===== config.mk =====
export PLATFORM = sky130hd
export DESIGN_NAME = sr04_echo_emulator
export DESIGN_NICKNAME = d
export VERILOG_FILES = /design/src/rtl/sr04_pkg.sv /design/src/rtl/sync_2ff.sv /design/src/rtl/sr04_echo_emulator.sv
export SDC_FILE = /design/constraint.sdc
export NUM_CORES = 1
export LEC_CHECK = 0
export BUFFER_PORTS_ARGS = -buffer_cell sky130_fd_sc_hd__buf_2
export CELL_PAD_IN_SITES_DETAIL_PLACEMENT = 0
export CELL_PAD_IN_SITES_GLOBAL_PLACEMENT = 1
export CORE_MARGIN = 5
export CORE_UTILIZATION = 30
export DETAILED_ROUTE_END_ITERATION = 7
export HOLD_SLACK_MARGIN = 0.1
export PLACE_DENSITY = 0.59
export SLEW_MARGIN = 25
export SYNTH_ARGS = -nofsm -noshare
export SYNTH_HDL_FRONTEND = slang
export SYNTH_SLANG_ARGS = --single-unit

===== constraint.sdc =====
create_clock -name iClk -period 6.1 [get_ports iClk]
set_input_delay 0.915 -clock iClk [delete_from_list [all_inputs] [get_ports iClk]]
set_output_delay 0.915 -clock iClk [all_outputs]
set_load 0.01 [all_outputs]

===== src/rtl/sr04_pkg.sv =====
// Shared definitions for the HC-SR04 link: state encoding, timing constants
// and the echo-width rule used by both the sensor emulator and the controller.
package sr04_pkg;

  localparam int CNT_W      = 16;
  localparam int US_PER_CM  = 58;
  localparam int TIMEOUT_US = 38000;

  typedef enum logic [2:0] {
    ST_IDLE    = 3'd0,
    ST_TRIG_HI = 3'd1,
    ST_BURST   = 3'd2,
    ST_ECHO    = 3'd3,
    ST_HOLDOFF = 3'd4
  } state_e;

  // Zero or out-of-range distances report the sensor's no-echo timeout width.
  function automatic logic [CNT_W-1:0] echoWidth(input logic [9:0] distCm,
                                                 input int maxCm,
                                                 input int usPerCm,
                                                 input int timeoutUs);
    logic [CNT_W-1:0] prod;
    prod = CNT_W'(distCm) * CNT_W'(usPerCm);
    if (distCm == '0 || int'(distCm) > maxCm) echoWidth = CNT_W'(timeoutUs);
    else echoWidth = prod;
  endfunction

endpackage


===== src/rtl/sync_2ff.sv =====
// Two-flop synchronizer for asynchronous single-bit (or independent) inputs.
module sync_2ff #(
  parameter int WIDTH = 1
) (
  input  logic             iClk,
  input  logic             iRstN,
  input  logic [WIDTH-1:0] iD,
  output logic [WIDTH-1:0] oQ
);

  logic [WIDTH-1:0] meta;

  always_ff @(posedge iClk) begin
    if (!iRstN) begin
      meta <= '0;
      oQ   <= '0;
    end else begin
      meta <= iD;
      oQ   <= meta;
    end
  end

endmodule


===== src/rtl/sr04_echo_emulator.sv =====
// HC-SR04 sensor-side model: validates trigger width, waits the burst delay,
// then drives an echo whose width encodes the programmed distance.
module sr04_echo_emulator #(
  parameter int TRIG_MIN_TICKS = 9,
  parameter int BURST_US       = 200,
  parameter int US_PER_CM      = sr04_pkg::US_PER_CM,
  parameter int MAX_CM         = 400,
  parameter int TIMEOUT_US     = sr04_pkg::TIMEOUT_US,
  parameter int HOLDOFF_US     = 10000
) (
  input  logic       iClk,
  input  logic       iRstN,
  input  logic       iTickUs,
  input  logic       iTrig,
  input  logic [9:0] iDistanceCm,
  output logic       oEcho,
  output logic       oBusy,
  output logic       oTrigErr,
  output logic       oTrigIgnored,
  output logic       oMeasDone
);

  import sr04_pkg::*;

  localparam logic [CNT_W-1:0] TRIG_MIN   = CNT_W'(TRIG_MIN_TICKS);
  localparam logic [CNT_W-1:0] BURST_LAST = CNT_W'(BURST_US - 1);
  localparam logic [CNT_W-1:0] HOLD_LAST  = CNT_W'(HOLDOFF_US - 1);

  state_e           state;
  logic             wTrigS, trigPrev, trigRise, trigFall;
  logic [CNT_W-1:0] cnt, cntTrig, echoTicks;
  logic [9:0]       distLat;

  sync_2ff #(.WIDTH(1)) uSync (
    .iClk  (iClk),
    .iRstN (iRstN),
    .iD    (iTrig),
    .oQ    (wTrigS)
  );

  assign trigRise = wTrigS & ~trigPrev;
  assign trigFall = ~wTrigS & trigPrev;
  // Trigger count includes a tick landing on the fall cycle; saturates at the minimum.
  assign cntTrig  = (iTickUs && cnt < TRIG_MIN) ? cnt + 1'b1 : cnt;
  assign oBusy    = (state == ST_BURST) || (state == ST_ECHO) || (state == ST_HOLDOFF);

  always_ff @(posedge iClk) begin
    if (!iRstN) begin
      state        <= ST_IDLE;
      cnt          <= '0;
      echoTicks    <= '0;
      distLat      <= '0;
      trigPrev     <= 1'b0;
      oEcho        <= 1'b0;
      oTrigErr     <= 1'b0;
      oTrigIgnored <= 1'b0;
      oMeasDone    <= 1'b0;
    end else begin
      trigPrev     <= wTrigS;
      oTrigErr     <= 1'b0;
      oMeasDone    <= 1'b0;
      oTrigIgnored <= trigRise & oBusy;
      case (state)
        ST_IDLE: begin
          if (trigRise) begin
            cnt   <= '0;
            state <= ST_TRIG_HI;
          end
        end
        ST_TRIG_HI: begin
          cnt <= cntTrig;
          if (trigFall) begin
            cnt <= '0;
            if (cntTrig >= TRIG_MIN) begin
              distLat <= iDistanceCm;
              state   <= ST_BURST;
            end else begin
              oTrigErr <= 1'b1;
              state    <= ST_IDLE;
            end
          end
        end
        ST_BURST: begin
          if (iTickUs) begin
            if (cnt == BURST_LAST) begin
              cnt       <= '0;
              echoTicks <= echoWidth(distLat, MAX_CM, US_PER_CM, TIMEOUT_US);
              oEcho     <= 1'b1;
              state     <= ST_ECHO;
            end else begin
              cnt <= cnt + 1'b1;
            end
          end
        end
        ST_ECHO: begin
          if (iTickUs) begin
            if (cnt == echoTicks - 1'b1) begin
              cnt       <= '0;
              oEcho     <= 1'b0;
              oMeasDone <= 1'b1;
              state     <= ST_HOLDOFF;
            end else begin
              cnt <= cnt + 1'b1;
            end
          end
        end
        ST_HOLDOFF: begin
          if (iTickUs) begin
            if (cnt == HOLD_LAST) begin
              cnt   <= '0;
              state <= ST_IDLE;
            end else begin
              cnt <= cnt + 1'b1;
            end
          end
        end
        default: begin
          cnt   <= '0;
          state <= ST_IDLE;
        end
      endcase
    end
  end

endmodule

==> results.yml <==
status:
  status: "complete, no violations"
global_route:
  antenna_found_initial: 0
  grt-ovfl-total: 0
  grt_pass1_vias: 3446
  grt_use_total_pct: 12.5
  grt_pass1_wl_um: 16900
  grt_max_degree: 26
timing:
  hold_slack_ps: 456
  fin_ws_ps: 2070
  setup_violations: 0
  fmax_ghz: 0.248
  finalSetupTns_ps: 0
  rsz0062_at_grt: "no"
  max_slew_margin_pct: 36.1
  hold_viol: 0
  min_period_ps: 4030
  tightest_slew_ps: 957
  skew_ps: 5.67
  min_period_over_period_pct: 66.0
  slew_viol_final: 0
worst_setup_path:
  cpMostUsedCell: "inv_1"
  critPathTopFamily: "adder cells"
  slowest_delay_ps: 490
  worst_path_max_delay_cell: "fa_1"
  r2r-start: "distLat[4]"
  cp_max_fo: 6
  start_kind: "flop"
  crit_start: "distLat[4]"
  end_kind: "flop"
  crit_chain: "inv_1 -> fa_1 -> inv_1 -> ha_1 -> inv_1 -> fa_1 -> inv_1 -> ha_1 -> or3_1 -> a311oi_1 -> o31ai_1 -> o21ai_0 -> nand2b_1 -> a21oi_1 -> nand3_1 -> nor3b_1"
  cp_data_arrival_time_ps: 4210
  worst-path-buf-inv: 4
  critical_path_class: "flop to flop"
  required_ps: 6280
place:
  dp_cells: 685
  io_buffers: 18
  post-place-ws_ps: 2100
  gp_congestion: 0.774
  dp_hpwl_um: 7740
  place_area_um2: 4460
floorplanning:
  core_area_um2: 13900
  io_pins: 19
  initial_utilization_pct: 30.6
  std_cell_rows: 43
  dieArea_um2: 16600
  die_w_um: 129
  die-height_um: 129
power:
  finalPower_uw: 739
  power_switching_uw: 192
  clkPwrFrac_pct: 41.2
  p_seq_share_pct: 47.1
  p_per_area_nw_per_um2: 160
  peakVddDrop_mv: 0.0932
  p_leak_nw: 2.05
  p_int_uw: 547
  comb_power_share_pct: 11.7
  sw_frac_of_total_pct: 26.0
yosys:
  async_flop_share_pct: 0
  synth_area_leaders: "dfxtp_1, ha_1, fa_1"
  synth_edf_count: 0
  synth_nets: 585
  synth_seq_cells: 51
  synth_common_cells: "dfxtp_1, inv_1, ha_1, nor2_1, nand2_1"
  yosysUniqueCellTypes: 62
  synth.largest_area_cell: "dfxtp_1"
  synth_top_area_share_pct: 24.1
  ys_warn_count: 0
  synth.most_common_cell: "dfxtp_1"
  syn_area_per_cell_um2: 8.27
  synthFlopType: "dfxtp_1"
  syn_inst: 513
  seq_area_frac_synth_pct: 24.1
  synth_area_um2: 4240
drt:
  drt_pass1_iterations: 4
  vias: 3527
  post_drt_wl_per_cell_um: 14.1
  via_per_inst: 5.09
  drt_iter0_markers: 208
  ant_nets: 0
  drc: 0
  finalWirelength_um: 9790
clock_network:
  postCtsHoldBufs: 0
  post-cts-setup-buffers: 0
  clockBufferDepth: 2
  clkSinkCount: 51
  numCtsBuffers: 5
  cts.reportedPaths.clkPinSlew_ps: 70
  ctsResizeCount: 0
  cts-root-buf: "clkbuf_16"
  insertion_delay_ps: 290
  cts_tree: "built"
  cts_max_level: 2
finish:
  num-fill-cells: 1499
  multi_input_area_um2: 2940
  syn2layout_area_growth_pct: 8.79
  finish.utilization_pct: 33.2
  final-seq-area_um2: 1020
  final_cell_area_um2: 4610
  finalNetCount: 584
  finalNonFillerCells: 693
  diodes: 0
  drive_gt1_share_pct: 7.60
min_path:
  min_from: "uSync.meta"
  hold_path_class: "flop to flop"
run:
  maxCapViolations: 0
==> flip-flops by register name, indices dropped and copies added, names as in the netlist, 3 cells and up <==
signal,count
cnt,16
distLat,10
echoTicks,15
state,3
==> metal layers <==
| metal | wire length [µm] | vias to the layer above | track usage, % |
|---|---|---|---|
| li1 | - | 1801 | - |
| met1 | 4660 | 1670 | 16.0 |
| met2 | 4690 | 42 | 21.2 |
| met3 | 255 | 14 | 2.20 |
| met4 | 193 | 0 | 4.14 |
| met5 | 0 | - | 0 |
==> worst reg2reg max path, cell delays in order (launching register included) <==
cell and delay (ps):
dfxtp_1 480, inv_1 140, fa_1 500, inv_1 40
ha_1 260, inv_1 50, fa_1 490, inv_1 40
ha_1 230, or3_1 380, a311oi_1 380, o31ai_1 160
o21ai_0 260, nand2b_1 90, a21oi_1 200, nand3_1 90
nor3b_1 140
==> kinds of logic after synthesis <==
| family | count (synthesis) | share of synthesized area (%) |
|---|---|---|
| buffers and inverters | 72 | 6.64 |
| DFF | 51 | 24.1 |
| AOI/OAI and AO/OA | 102 | 15.8 |
| muxes | 12 | 2.83 |
| and+or+nand+nor | 186 | 24.3 |
| adders and majority gates | 58 | 19.8 |
| xor gates and xnor gates | 32 | 6.61 |
==> layout by cell type (no fill, tap or decap), types with 15 or more instances in the layout <==
cell type,instances
dfxtp_1,51
inv_1,44
ha_1,43
nor2_1,37
nand2_1,33
o21ai_0,30
a21oi_1,22
nand3_1,21
xnor2_1,19
buf_2,18
nor3_1,16
fa_1,15
==> layout make-up <==
class	instances	share of cell area (%)
clock buffers	8	3.39
flip-flops and latches	51	22.1
well taps	180	4.88
inverters	44	3.58
repair buffers	20	2.28
multi-input cells	390	63.7
==> power groups by stage <==
stage	logic (mW)	clock network, mW	registers, mW
after CTS	0.0882	0.315	0.348
after global routing	0.0990	0.326	0.350
after floorplan	0.0640	0	0.354
final	0.0865	0.304	0.348
after global placement	0.0861	0	0.356
after detailed placement	0.0877	0	0.356
==> worst paths after layout <==
| path | endpoint | slack (ps) | cells past startpoint |
|---|---|---|---|
| max | echoTicks[15] | 2070 | 16 |
| min | uSync.oQ | 460 | 1 |
| max reg2reg | echoTicks[15] | 2070 | 16 |
| min reg2reg | uSync.oQ | 460 | 1 |
(Power assumes the default switching activity.)
